## src/rtl/memory_arbiter.sv

```systemverilog
// Two-port arbiter in front of the single-ported fast_memory: CPU has fixed priority,
// DMA wins after MAX_WAIT consecutive lost arbitrations. Grant, bus drive and read return are registered.
//
// state   | meaning
// IDLE    | no access on the memory bus this cycle
// ACC_CPU | captured CPU access is on the memory bus
// ACC_DMA | captured DMA access is on the memory bus
module memory_arbiter #(
  parameter int          DATA_W   = 16,
  parameter int          ADDR_W   = 15,
  parameter int          MAX_WAIT = 4,
  parameter int unsigned RO_BASE  = 'h6000
) (
  input  logic              clk,
  input  logic              reset,
  input  logic              cpu_req,
  input  logic              cpu_we,
  input  logic [ADDR_W-1:0] cpu_addr,
  input  logic [DATA_W-1:0] cpu_wdata,
  output logic              cpu_gnt,
  output logic [DATA_W-1:0] cpu_rdata,
  output logic              cpu_rvalid,
  input  logic              dma_req,
  input  logic              dma_we,
  input  logic [ADDR_W-1:0] dma_addr,
  input  logic [DATA_W-1:0] dma_wdata,
  output logic              dma_gnt,
  output logic [DATA_W-1:0] dma_rdata,
  output logic              dma_rvalid,
  output logic [ADDR_W-1:0] mem_address,
  output logic [DATA_W-1:0] mem_in,
  output logic              mem_load,
  input  logic [DATA_W-1:0] mem_out
);

  typedef enum logic [1:0] {IDLE, ACC_CPU, ACC_DMA} state_t;

  localparam logic [3:0]        MAX_W  = 4'(MAX_WAIT);
  localparam logic [ADDR_W-1:0] RO_LIM = ADDR_W'(RO_BASE);

  state_t              state_q, state_d;
  logic [3:0]          wait_q, wait_d;
  logic                we_q, we_d;
  logic                cpu_gnt_q, cpu_gnt_d, dma_gnt_q, dma_gnt_d;
  logic                cpu_rvalid_q, cpu_rvalid_d, dma_rvalid_q, dma_rvalid_d;
  logic [DATA_W-1:0]   cpu_rdata_q, cpu_rdata_d, dma_rdata_q, dma_rdata_d;
  logic [ADDR_W-1:0]   mem_address_q, mem_address_d;
  logic [DATA_W-1:0]   mem_in_q, mem_in_d;
  logic                mem_load_q, mem_load_d;

  logic                cpu_wins, dma_wins, any_win, sel_we;
  logic [ADDR_W-1:0]   sel_addr;
  logic [DATA_W-1:0]   sel_wdata;

  always_comb begin
    cpu_wins  = cpu_req && !(dma_req && (wait_q == MAX_W));
    dma_wins  = dma_req && !cpu_wins;
    any_win   = cpu_wins || dma_wins;
    sel_we    = cpu_wins ? cpu_we    : dma_we;
    sel_addr  = cpu_wins ? cpu_addr  : dma_addr;
    sel_wdata = cpu_wins ? cpu_wdata : dma_wdata;

    state_d   = cpu_wins ? ACC_CPU : (dma_wins ? ACC_DMA : IDLE);
    cpu_gnt_d = cpu_wins;
    dma_gnt_d = dma_wins;

    // Writes into the read-only region are granted but never reach the memory.
    mem_load_d    = any_win && sel_we && (sel_addr < RO_LIM);
    mem_address_d = any_win ? sel_addr  : mem_address_q;
    mem_in_d      = any_win ? sel_wdata : mem_in_q;
    we_d          = any_win ? sel_we    : we_q;

    if (cpu_req && dma_req && cpu_wins)
      wait_d = (wait_q == MAX_W) ? wait_q : wait_q + 4'd1;
    else
      wait_d = 4'd0;

    cpu_rvalid_d = (state_q == ACC_CPU) && !we_q;
    dma_rvalid_d = (state_q == ACC_DMA) && !we_q;
    cpu_rdata_d  = cpu_rvalid_d ? mem_out : cpu_rdata_q;
    dma_rdata_d  = dma_rvalid_d ? mem_out : dma_rdata_q;
  end

  always_ff @(posedge clk) begin
    if (reset) begin
      state_q       <= IDLE;
      wait_q        <= 4'd0;
      we_q          <= 1'b0;
      cpu_gnt_q     <= 1'b0;
      dma_gnt_q     <= 1'b0;
      cpu_rvalid_q  <= 1'b0;
      dma_rvalid_q  <= 1'b0;
      cpu_rdata_q   <= '0;
      dma_rdata_q   <= '0;
      mem_address_q <= '0;
      mem_in_q      <= '0;
      mem_load_q    <= 1'b0;
    end else begin
      state_q       <= state_d;
      wait_q        <= wait_d;
      we_q          <= we_d;
      cpu_gnt_q     <= cpu_gnt_d;
      dma_gnt_q     <= dma_gnt_d;
      cpu_rvalid_q  <= cpu_rvalid_d;
      dma_rvalid_q  <= dma_rvalid_d;
      cpu_rdata_q   <= cpu_rdata_d;
      dma_rdata_q   <= dma_rdata_d;
      mem_address_q <= mem_address_d;
      mem_in_q      <= mem_in_d;
      mem_load_q    <= mem_load_d;
    end
  end

  assign cpu_gnt     = cpu_gnt_q;
  assign dma_gnt     = dma_gnt_q;
  assign cpu_rvalid  = cpu_rvalid_q;
  assign dma_rvalid  = dma_rvalid_q;
  assign cpu_rdata   = cpu_rdata_q;
  assign dma_rdata   = dma_rdata_q;
  assign mem_address = mem_address_q;
  assign mem_in      = mem_in_q;
  assign mem_load    = mem_load_q;

endmodule

```

## config.mk

```make
export PLATFORM = sky130hd
export DESIGN_NAME = memory_arbiter
export DESIGN_NICKNAME = d
export VERILOG_FILES = /design/src/rtl/memory_arbiter.sv
export SDC_FILE = /design/constraint.sdc
export NUM_CORES = 1
export LEC_CHECK = 0
export CAP_MARGIN = 20
export CORE_UTILIZATION = 25
export DETAILED_ROUTE_END_ITERATION = 8
export DONT_BUFFER_PORTS = 1
export SYNTH_ARGS = -nofsm -noshare
export SYNTH_HDL_FRONTEND = slang
export SYNTH_SLANG_ARGS = --single-unit
```

## constraint.sdc

```tcl
create_clock -name clk -period 3.9 [get_ports clk]
set_clock_uncertainty 0.05 [all_clocks]
set_input_delay 0.975 -clock clk [delete_from_list [all_inputs] [get_ports clk]]
set_output_delay 0.975 -clock clk [all_outputs]
set_load 0.01 [all_outputs]
```

==> run summary, run 1 <==
The flow ran to the end, and the final reports show no timing, DRC or antenna violations. For the number of antenna violations at the first check in global routing, the log shows 0. The wire-length estimate of the detail-placed layout is 4.93 mm.

For this run, asynchronously set or reset flops after synthesis account for 0%. The number of cells on the worst reg-to-reg path came out at 6. In this run the deepest clock path goes through 2 buffers.

The cell internal power dissipation was 1.35 mW; the total wirelength of the detailed-routed design was 7.43 mm. Among all flip-flop cells after synthesis, the most frequent one is sky130_fd_sc_hd__dfxtp_1. The relative contribution of sequential cells to total power was 48.2%; the area of all placed cells without fillers was 0.00352 mm2. On the final layout, the worst hold slack is 0.408 ns. The worst path needs 1.94 ns of the cycle, external delays included. Among all stages on the critical path, the largest delay is contributed by sky130_fd_sc_hd__buf_4. Sorting the synthesized cells by area gives the leading types as sky130_fd_sc_hd__dfxtp_1 (47%), sky130_fd_sc_hd__a221oi_1 (8.6%), sky130_fd_sc_hd__a311oi_1 (8.6%), sky130_fd_sc_hd__nor2b_1 (6.4%), sky130_fd_sc_hd__mux2i_1 (5.7%). For this run, the register share of the synthesized area comes to 47.0%. The horizontal die dimension came out at 114 um. In the global route stage, overall resource usage came out at 11.4%.

For the number of max-slew violations in the final report, the log shows 0. Counting flops with a built-in enable in the synthesized netlist gives 0. The largest net degree at the start of global routing came out at 72.

In this run the register-to-register setup slack is 1.96 ns. Remaining antenna violation count: 0. TritonCTS built the clock tree. In this run the mean area of a mapped cell was 9.11 um2. In this run the core area contains 40 standard-cell rows.

The iteration count of the initial detailed-routing pass was 4. The required time at the endpoint of the critical path is 4.08 ns. The endpoint type of the worst setup path is a register. The final cell count without fillers is 498.

The signal on the critical path passes through nand4b_1 -> buf_4 -> a221oi_1 -> a311oi_1. The total leakage power came out at 1.30 nW. The clock drives 74 sinks. The commonest cells after synthesis are sky130_fd_sc_hd__dfxtp_1 (74), sky130_fd_sc_hd__inv_1 (34), sky130_fd_sc_hd__nand2_1 (34). The via count of the first global-routing pass is 2324, and the average wire length per cell after detail routing is 14.9 um.

Most frequent cell after synthesis: sky130_fd_sc_hd__dfxtp_1. The share of layout cells above drive strength 1 is 6.06%. The run gives 1.74 mW as the total power draw. OpenSTA, run right after detailed placement, puts the worst setup slack at 1.63 ns. Count of cells along the worst hold path: 1.

The Yosys step of the flow raised 0 warnings. The path with the worst hold slack has its endpoint at wait_q[0]. The final cell utilization of the core came out at 28.9%.

Of the total power, the clock network draws 46.4%. The tools report the post-layout worst setup margin as 1.96 ns. The worst hold path belongs to the class register to register. The logs give 25.9% for the starting utilization of the core area and 0 for the number of design rule violations left after detail routing. For this block, the via count after detailed routing is 2440. Dividing the detail-routed via count by the number of cells gives 4.90.

In the final layout, the multi-input gates occupy 0.00138 mm2. For this run, the top clock speed supported by timing is 0.516 GHz. The logs give 0.00321 mm2 for the post-place instance area and 0 ns for the setup TNS. The endpoint identified for the worst register-to-register timing path is mem_address[4]. The startpoint identified for the worst register-to-register timing path is wait_q[0]. The proportion of total power due to net switching was 22.8%. For the pin with the worst max-slew slack, the measured transition is 0.642 ns. The fraction of the cycle the final worst path needs was 49.7%; the weighted congestion reported at the end of routability-driven placement was 0.674. The setup path with the least slack is of type input pin to register. The cell area that synthesis handed to floorplanning was 0.00315 mm2.

Along the worst path, the maximum fanout reaches 68. After clock tree synthesis, the clock-pin slew on the worst setup and hold paths is 0.06 ns. After filler insertion, the fill cell instance count of the layout stands at 1286. The die span in y was 114 um; the count of buffers from port buffering was 0. Dividing total power by cell area gives a power density of 496 mW/mm2. For the post-cts repair resize count, the log shows 0. The cts-stage hold buffer count was 0.

The worst setup path is launched from an input pin. The run gives 346 as the count of mapped cells out of synthesis. Worst voltage drop across the vdd grid: 0.205 mV.

Startpoint of the most critical hold path: wait_q[0]. In the final design database the tool counted 411 nets. The cell type with the highest aggregate area in the netlist was sky130_fd_sc_hd__dfxtp_1.

Core region area: 0.0122 mm2. The run gives 3 as the number of H-tree levels. The run gives 0.00148 mm2 as the sequential cell area in the final layout. The run gives 0.32 ns as the insertion delay of the later-clocked pin in the worst-skew pair.

The number of different library cells used by synthesis comes to 26. In this run the clock root is driven by a sky130_fd_sc_hd__clkbuf_16. In this run the count of I/O pins placed on the die edge is 152. Setup repair after global routing left no endpoint under its margin. The floorplan step defined a die boundary enclosing 0.0131 mm2. Combinational logic burns 5.4% of the power. At the worst endpoint, the arrival time is 2.12 ns. The run gives 0 as the count of buffers added by post-CTS timing repair for setup. The synthesized design contains 74 register bits. In this run the power spent charging and discharging nets is 397 uW.

Setup violations remaining at the end of the flow were counted as 0. The net count after synthesis was 432; the delay of the slowest critical-path stage was 0.53 ns. Including well taps, the total number of placed cells is 481. Compared with the post-synthesis result, the final layout area differs by 11.6%. The total overflow reported by the global router is 0, and the first-iteration detailed-routing DRC count is 113. The tool flagged a number of max-cap violations equal to 0. 0 antenna diodes ended up in the layout. Clock tree synthesis inserted a total of 9 buffers. The max-slew headroom at the worst pin was 57.2%; the first-pass GRT wire length was 11.7 mm. The fraction of post-synthesis cell area in the top cell type by area was 47.0%. For the hold violation count in the final report, the log shows 0.
layout make-up:
type	count	area share, %
clock buffer	10	6.51
timing repair buffer	3	0.747
sequential	74	42.1
tap	168	5.98
inverter	34	3.63
clock inverter	6	1.92
multi-input combinational	203	39.1
kinds of logic (layout without fill, tap and decap cells):
logic type,after synthesis,after routing,synth area share (%)
AOI/OAI and AO/OA,83,83,21.0
xor gates and xnor gates,1,1,0.278
adders and majority gates,2,2,0.794
buffers and inverters,69,53,9.49
DFF,74,74,47.0
muxes,18,18,5.72
and+or+nand+nor,99,99,15.7
power by group through the flow:
stage	logic (mW)	registers (mW)	clock network [mW]
floorplan	0.111	0.848	0
finish	0.0939	0.841	0.809
detailed placement	0.0945	0.857	0
global placement	0.0894	0.857	0
global route	0.107	0.845	0.882
CTS	0.0941	0.841	0.843
metal layers:
metal	vias to the layer above	track usage (%)	wire, um
li1	1179	-	-
met1	1164	13.5	3150
met2	92	18.6	3630
met3	5	4.45	548
met4	0	4.50	105
met5	-	0	0
flip-flops by register name, indices dropped and copies added, names as in the netlist:
| register | flops |
|---|---|
| cpu_rdata | 16 |
| dma_rdata | 16 |
| mem_in | 16 |
| mem_address | 15 |
| wait_q | 4 |
| state_q | 2 |
| cpu_rvalid | 1 |
| dma_gnt | 1 |
| dma_rvalid | 1 |
| mem_load | 1 |
| we_q | 1 |
cell usage in the layout, fill, tap and decap left out, types with 2 or more instances in the layout:
cell                         synthesis  routed
sky130_fd_sc_hd__and3b_1             2       2
sky130_fd_sc_hd__clkinvlp_4          0       2
sky130_fd_sc_hd__ha_1                2       2
sky130_fd_sc_hd__inv_1              34      34
sky130_fd_sc_hd__dfxtp_1            74      74
sky130_fd_sc_hd__buf_4               2       2
sky130_fd_sc_hd__a21oi_1            18      18
sky130_fd_sc_hd__mux2i_1            18      18
sky130_fd_sc_hd__nand2_1            34      34
sky130_fd_sc_hd__nor3b_2             1       2
sky130_fd_sc_hd__nand3_1             2       2
sky130_fd_sc_hd__a221oi_1           31      31
sky130_fd_sc_hd__clkinv_4            0       2
sky130_fd_sc_hd__a311oi_1           31      31
sky130_fd_sc_hd__nor2b_1            32      32
sky130_fd_sc_hd__clkbuf_16           0       9
sky130_fd_sc_hd__nand4b_1            2       2
sky130_fd_sc_hd__nor2_1             23      23
critical path, delay by kind of cell:
kind | cells | cell delay, ns
simple gates | 1 | 0.10
buf+inv | 1 | 0.53
compound gates | 2 | 0.46
how the worst max path moves through the flow:
stage                     slack, ns               to      start  depth (start not counted)
after global routing           1.77        mem_in[4]  wait_q[0]                          6
after floorplan                2.01   mem_address[0]    cpu_req                          4
final                          1.96   mem_address[4]    dma_req                          4
after CTS                      1.97  mem_address[14]  wait_q[0]                          6
after global placement         1.73   mem_address[7]    dma_req                          4
after detailed placement       1.63   mem_address[4]    dma_req                          4
(Power assumes the default switching activity.)
==> run 2: changes to the inputs <==
--- a/config.mk
+++ b/config.mk
@@ -5,6 +5,7 @@
 export SDC_FILE = /design/constraint.sdc
 export NUM_CORES = 1
 export LEC_CHECK = 0
+export ABC_AREA = 1
 export CAP_MARGIN = 20
 export CORE_UTILIZATION = 25
 export DETAILED_ROUTE_END_ITERATION = 8
==> constraint.sdc (replaced) <==
create_clock -name clk -period 1.9 [get_ports clk]
set_clock_uncertainty 0.05 [all_clocks]
set_input_delay 0.475 -clock clk [delete_from_list [all_inputs] [get_ports clk]]
set_output_delay 0.475 -clock clk [all_outputs]
set_load 0.01 [all_outputs]
==> run 2 against run 1 <==
  * Area after synthesis up 4.1%
  * Sequential cell count stayed put
  * Highest routed layer unchanged
  * Count of clock-buffer cells in the layout did not move
  * Worst hold slack worse by 0.26 ns
  * Cell count grew 32%
  * First-iteration DRC count grew 50%
  * Die area rose by 4.1%
  * Critical path type is now register to register
  * Cell area up 6.0%
  * Largest cell class unchanged
  * Via count is 20% higher
  * Utilization increased by 0.38 points
==> run summary, run 2 <==
The run finished with clean final reports. The fraction of the cycle the final worst path needs was 92.6%; the die span in y was 117 um (+2.0%). From synthesis to final layout, the design area changed by 13.6%. Largest net degree at the start of global routing: 41 (-43%). In this run the most used layer during global routing was met2. In this run the critical register-to-register path is captured at mem_load.

For the final cell utilization of the core, the log shows 29.3% (+0.38 points). The run gives 489 (+41%) as the count of mapped cells out of synthesis. Number of H-tree levels: 3 (unchanged). Area of all placed cells without fillers: 0.00373 mm2 (+6.0%).

The slew at the pin with the worst max-slew slack was 0.557 ns (-0.0858 ns); the fraction of registers with async set or reset after synthesis was 0% (unchanged). The startpoint of the most critical hold path is reset. The most instantiated flip-flop cell in the synthesis netlist is sky130_fd_sc_hd__dfxtp_1. The count of state elements after synthesis is 74 (unchanged).

For the starting utilization of the core area, the log shows 25.8% (-0.12 points). The clock net sink count is 74 (unchanged). For the first-pass GRT wire length, the log shows 12.9 mm (+11%). Leaving out fill and tap cells, the most frequent cell in the layout is sky130_fd_sc_hd__nand2_1.

The run gives 0.00328 mm2 (+4.1%) as the netlist area before placement. The startpoint type of the worst setup path is a register. The terminating pin of the worst hold path is state_q[0].

The total wirelength of the detailed-routed design came out at 8.91 mm (+20%). The root buffer cell chosen for the clock tree is sky130_fd_sc_hd__clkbuf_16. The tools report the achievable frequency as 0.568 GHz. The logs give 0.00341 mm2 (+6.2%) for the post-place instance area and 13.8% (+0.27 points) for the met1 track demand over resource in global routing.

Number of cells on the worst reg-to-reg path: 7 (+1). For the first-iteration detailed-routing DRC count, the log shows 169 (+50%). The critical path is of the register to register type.

The tools report the number of warnings issued by yosys as 0 (unchanged). The weighted congestion reported at the end of routability-driven placement was 0.667 (-0.92%); the total leakage power was 1.89 nW (+45%). The boundary pin count is 152 (unchanged), and the maximum buffer depth of the clock tree is 2 (unchanged).

Class of the worst hold path: input pin to register. The final setup violation count was 0 (unchanged). The tools report the met3 routing resource usage after global routing as 7.11% (+2.7 points). The most frequent cell after synthesis is sky130_fd_sc_hd__nand2_1. The number of antenna violations at the first check in global routing came out at 0 (unchanged).

The via count of the first global-routing pass was 2600 (+12%). Synthesized area per cell: 6.71 um2 (-26%). The count of nets after finishing is 564 (+37%). The logs give 45.2% (-1.9 points) for the sequential fraction of the synthesis area and 4 (unchanged) for the iteration count of the initial detailed-routing pass. The average wire length per cell after detail routing was 13.6 um (-8.8%); the horizontal die dimension was 117 um (+2.0%).

The fraction of post-synthesis cell area in the top cell type by area is 45.2% (-1.9 points), and the count of buffering cells on the critical path with inverters included is 2 (+1). The maximum fanout encountered on the critical timing path is 20 (-71%). The worst setup path is captured at a register. The tools report the setup TNS as 0 ns (unchanged).

The count of buffers from port buffering came out at 0 (unchanged). The delay of the slowest critical-path stage was 0.34 ns (-0.19 ns); the hold violation count in the final report was 0 (unchanged). The worst voltage drop across the vdd grid came out at 0.476 mV (+130%).

The tools report the origin of the critical flop-to-flop path as wait_q[0]. The global-route track usage on met2 was 21.2% (+2.6 points); the required time at the endpoint of the critical path was 2.11 ns (-1.97 ns). The total overflow reported by the global router was 0 (unchanged); the number of synthesized flops with an enable pin was 0 (unchanged).

The run gives 1.97 ns (-0.15 ns) as the arrival time at the worst endpoint. The worst reg-to-reg setup slack is 0.14 ns (-1.82 ns), and the detailed-route vias per instance is 4.45 (-9.1%). In the layout the commonest cells are sky130_fd_sc_hd__nand2_1 (134), sky130_fd_sc_hd__inv_1 (82), sky130_fd_sc_hd__dfxtp_1 (74). The clock buffer count from CTS came out at 9 (unchanged).

The clock period minus worst slack is 1.76 ns, and the overall fraction of global-route tracks in use is 12.9% (+1.5 points). TritonCTS built the clock tree. The tools report the number of distinct library cells after synthesis as 18 (-31%).

By area the synthesized netlist is led by sky130_fd_sc_hd__dfxtp_1 (45%), sky130_fd_sc_hd__nand2_1 (15%), sky130_fd_sc_hd__nand3_1 (10%), sky130_fd_sc_hd__inv_1 (9.5%), sky130_fd_sc_hd__o21ai_0 (5.2%). The tools report the count of buffers added by post-CTS timing repair for setup as 0 (unchanged). The run gives 0 (unchanged) as the number of design rule violations left after detail routing.

The kind of cell adding the most delay to the critical path was simple AND/OR/NAND/NOR gates. The cell row count is 41 (+2.5%). Ranked by instance count, the synthesized netlist is headed by sky130_fd_sc_hd__nand2_1 (134), sky130_fd_sc_hd__inv_1 (83), sky130_fd_sc_hd__dfxtp_1 (74). Clock input transition at the sequential cells of the worst setup and hold paths: 0.06 ns (about the same). The count of cells along the worst hold path was 1 (unchanged); the share of layout cells above drive strength 1 was 5.59% (-0.47 points).

For the max-slew headroom at the worst pin, the log shows 62.8% (+5.7 points). The most numerous cell type found on the critical path is sky130_fd_sc_hd__nand3_1. The run gives 0.0136 mm2 (+4.1%) as the die area.

The critical path goes through inv_1 -> ha_1 -> nand4_4 -> buf_4 -> nand3_1 -> nand3_1 -> a21oi_1. The net count after synthesis was 575 (+33%); the total number of vias was 2916 (+20%). Setup repair after global routing left no endpoint under its margin. The number of maximum-capacitance constraint violations is 0 (unchanged), and the total power per unit cell area is 1020 mW/mm2 (+100%). The logs give 0.34 ns (+0.02 ns) for the insertion delay of the later-clocked pin in the worst-skew pair and 0.0127 mm2 (+4.6%) for the core region area.

The number of max-slew violations in the final report was 0 (unchanged). Of all cell types, the one taking the most synthesized area is sky130_fd_sc_hd__dfxtp_1. On the critical path, the stage with the largest delay is an instance of sky130_fd_sc_hd__dfxtp_1. The final antenna diode count was 0 (unchanged).

The run gives 0 (unchanged) as the remaining antenna violation count. The run gives 6.30 mm (+28%) as the sum of net half-perimeters after detailed placement.
-- run 2: through the flow --
step / power, mW / hold slack (ns) / setup WS [ns] / instances
finish: 3.79 / 0.150 / 0.140 / 655
global route: 3.96 / 0.125 / 0.00131 / 655
CTS: 3.86 / 0.130 / 0.124 / 655
detailed placement: 2.07 / 0.434 / 0.142 / 639
global placement: 2.06 / 0.421 / 0.230 / 639
floorplan: 2.02 / 0.410 / 0.547 / 489
-- run 2: logic make-up (layout without fill, tap and decap cells) --
| logic type | after synthesis | count (layout) | share of synthesized area [%] |
|---|---|---|---|
| simple gates | 245 | 245 | 31.5 |
| buf+inv | 112 | 106 | 13.8 |
| flops | 74 | 74 | 45.2 |
| fa+ha+maj | 2 | 2 | 0.763 |
| xor+xnor | 1 | 1 | 0.267 |
| compound gates | 55 | 55 | 8.47 |
-- run 2: power breakdown --
| part | total, mW | internal [mW] | switching (mW) | leakage (nW) |
|---|---|---|---|---|
| sequential | 1.75 | 1.64 | 0.108 | 0.608 |
| clock | 1.75 | 1.07 | 0.689 | 0.150 |
| combinational | 0.277 | 0.109 | 0.169 | 1.13 |
-- run 2: worst max-delay path by stage --
stage	endpoint	from	depth (start not counted)
3_3_place_gp	wait_q[2]	wait_q[0]	7
3_5_place_dp	mem_load	wait_q[0]	7
5_1_grt	mem_load	wait_q[0]	7
4_1_cts	wait_q[2]	wait_q[0]	7
2_1_floorplan	mem_address[0]	wait_q[0]	9
6_report	mem_load	wait_q[0]	7
-- run 2: what timing repair did --
action / in CTS / in global routing
hold buffers: 0 / 0
hold endpoints to repair: 0 / 0
setup endpoints to repair: 0 / 1
resized for setup: 0 / 1
-- run 2: metal layers --
metal	wire length [um]	up-vias	part of all wire [%]
li1	-	1473	-
met1	3490	1294	39
met2	4050	139	46
met3	1240	10	14
met4	119	0	1.3
met5	0	-	0
-- run 2: final cells by class --
| class | instances | area [um2] |
|---|---|---|
| Clock buffer | 10 | 239 |
| Clock inverter | 6 | 72.6 |
| Fill cell | 1421 | 8990 |
| Inverter | 83 | 312 |
| Multi-Input combinational cell | 303 | 1360 |
| Sequential cell | 74 | 1480 |
| Tap cell | 172 | 215 |
| Timing Repair Buffer | 7 | 52.6 |
==> run 3: changes to the inputs <==
--- a/config.mk
+++ b/config.mk
@@ -7,6 +7,7 @@
 export LEC_CHECK = 0
 export ABC_AREA = 1
 export CAP_MARGIN = 20
+export CORE_MARGIN = 2
 export CORE_UTILIZATION = 25
 export DETAILED_ROUTE_END_ITERATION = 8
 export DONT_BUFFER_PORTS = 1
==> run 3 against run 2 <==
  * Global-route usage decreased by 0.071 points
  * Wire length decreased by 0.55%
  * Count of clock-buffer cells in the layout decreased by 1
  * Worst hold slack improved by 0.0032 ns
  * Critical path depth unchanged
  * Via count increased by 1.3%
  * Largest power group unchanged
==> run summary, run 3 (synthesis gave the netlist of run 2 again) <==
CTS placed an instance of sky130_fd_sc_hd__clkbuf_16 at the clock tree root. Fraction of the cycle the final worst path needs: 83.7% (-8.9 points). The logs give 12.8% (-0.071 points) for the overall fraction of global-route tracks in use and 2.12 ns (about the same) for the required time at the endpoint of the critical path. The critical path is of the register to register type. The starting utilization of the core area came out at 25.8% (unchanged). The tools report the via count of the first global-routing pass as 2756 (+6.0%). For the die area, the log shows 0.0141 mm2 (+3.5%). The max-slew headroom at the worst pin is 65.4% (+2.6 points). The share of layout cells above drive strength 1 came out at 5.98% (+0.39 points). The logs give 2954 (+1.3%) for the total number of vias and 0 (unchanged) for the final setup violation count.

Leaving out fill and tap cells, the most frequent cell in the layout is sky130_fd_sc_hd__nand2_1. The arrival time at the worst endpoint was 1.81 ns (-0.16 ns). The tools report the number of antenna violations at the first check in global routing as 0 (unchanged).

Iteration count of the initial detailed-routing pass: 7 (+3). The flow ran to the end, and the final reports show no timing, DRC or antenna violations. The first-iteration detailed-routing DRC count is 163 (-3.6%), and the detailed-route vias per instance is 4.50 (+0.99%). STA classifies the critical path endpoint as a register. The worst voltage drop across the vdd grid came out at 0.401 mV (-16%). The total power per unit cell area is 1010 mW/mm2 (-0.33%), and the clock net sink count is 74 (unchanged). The tools report the worst slack on hold paths as 0.153 ns (+0.00320 ns).

The largest net degree at the start of global routing is 36 (-12%). The count of buffers added by post-CTS timing repair for setup is 0 (unchanged), and the final antenna diode count is 0 (unchanged). The number of max-slew violations in the final report was 0 (unchanged). The clock period minus worst slack is 1.59 ns (-0.169 ns). The post-layout worst setup margin was 0.309 ns (+0.169 ns); the clock network fraction of total power was 46.3% (about the same). The clock input transition at the sequential cells of the worst setup and hold paths was 0.06 ns (about the same). The class of the worst hold path is input pin to register. The horizontal die dimension was 119 um (+1.7%).

The run gives 0.292 ns (+0.151 ns) as the worst setup timing slack at the placement stage. The library cells used most frequently in the layout, excluding fill and tap cells, are sky130_fd_sc_hd__nand2_1 (134), sky130_fd_sc_hd__inv_1 (82), sky130_fd_sc_hd__dfxtp_1 (74). The combinational power share is 7.3% (about the same), and the total overflow reported by the global router is 0 (unchanged). The run gives 0.736 (+10%) as the weighted congestion reported at the end of routability-driven placement. The slew at the pin with the worst max-slew slack came out at 0.518 ns (-0.0386 ns). The synthesis-to-layout area growth was 13.7% (about the same). The run gives 0.33 ns (about the same) as the insertion delay of the later-clocked pin in the worst-skew pair. The remaining antenna violation count was 0 (unchanged). The count of buffers from port buffering was 0 (unchanged).

Number of design rule violations left after detail routing: 0 (unchanged). The hold violation count in the final report was 0 (unchanged); the total power draw was 3.77 mW (-0.29%). The sum of net half-perimeters after detailed placement is 6.43 mm (+2.1%), and the relative contribution of sequential cells to total power is 46.4% (about the same). Count of nets after finishing: 566 (+0.35%). The maximum fanout encountered on the critical timing path came out at 35 (+75%). The cts-stage hold buffer count came out at 0 (unchanged). The achievable frequency is 0.629 GHz (+11%), and the post-cts repair resize count is 0 (unchanged). The number of maximum-capacitance constraint violations is 0 (unchanged).

The proportion of total power due to net switching was 26.1% (+0.52 points); the core region area was 0.0127 mm2 (unchanged). For the first-pass GRT wire length, the log shows 14.1 mm (+8.9%). The total leakage power is 1.89 nW (+0.26%), and the boundary pin count is 152 (unchanged). The run gives 8.86 mm (-0.55%) as the total wirelength of the detailed-routed design. The cell row count was 41 (unchanged); the filler cell count in the final layout was 1409 (-0.84%). The average wire length per cell after detail routing came out at 13.5 um (-0.85%). The worst setup path is launched from a register.

TritonCTS built the clock tree. For the number of H-tree levels, the log shows 3 (unchanged). Setup repair after global routing left no endpoint under its margin. The setup TNS came out at 0 ns (unchanged).

The die span in y is 119 um (+1.7%). The tools report the net switching power figure as 983 uW (+1.8%). The clock buffer count from CTS is 9 (unchanged), and the maximum buffer depth of the clock tree is 2 (unchanged). Cell internal power dissipation: 2.79 mW (-1.0%).
==> run 3: layout make-up <==
type                       instances  area (um2)  share of cell area (%)
timing repair buffer               9        67.6                    1.81
sequential                        74        1480                    39.7
tap                              172         215                    5.77
clock inverter                     7        81.3                    2.18
inverter                          83         312                    8.36
multi-input combinational        303        1350                    36.1
clock buffer                       9         225                    6.04
==> run 3: final timing paths <==
path                startpoint      endpoint  slack [ns]  cells past startpoint
setup / recovery     wait_q[0]     wait_q[1]        0.31                      7
hold / removal           reset    cpu_rvalid        0.15                      1
setup reg to reg     wait_q[0]     wait_q[1]        0.31                      7
hold reg to reg   dma_rdata[5]  dma_rdata[5]        0.44                      2
==> run 3: stage by stage <==
stage	cells	util (%)	area, um2
global placement	641	26.9	3420
CTS	657	29.3	3730
detailed placement	641	26.9	3420
global route	657	29.3	3730
floorplan	489	-	3280
finish	657	29.3	3730
==> run 3: power by group through the flow <==
| stage | Combinational, mW | Sequential [mW] | Clock (mW) |
|---|---|---|---|
| 2_1_floorplan | 0.254 | 1.76 | 0 |
| 6_report | 0.276 | 1.75 | 1.75 |
| 5_1_grt | 0.329 | 1.76 | 1.88 |
| 3_3_place_gp | 0.269 | 1.79 | 0 |
| 4_1_cts | 0.280 | 1.75 | 1.81 |
| 3_5_place_dp | 0.280 | 1.79 | 0 |
==> run 3: critical path: stages, from the launching register on <==
cell and delay, ns:
sky130_fd_sc_hd__dfxtp_1 0.37, sky130_fd_sc_hd__inv_1 0.07, sky130_fd_sc_hd__ha_1 0.24, sky130_fd_sc_hd__nand4_4 0.13
sky130_fd_sc_hd__nand2_4 0.24, sky130_fd_sc_hd__inv_1 0.12, sky130_fd_sc_hd__nand3_1 0.15, sky130_fd_sc_hd__a21oi_1 0.15
==> run 3: metal layers <==
metal / GRT usage (%) / wire, um / part of all wire, % / up-vias
met1: 14.3 / 3650 / 41 / 1313
met5: 0 / 0 / 0 / -
met2: 21.3 / 3980 / 45 / 150
met3: 6.52 / 1120 / 13 / 9
met4: 4.09 / 113 / 1.3 / 0
li1: - / - / - / 1482
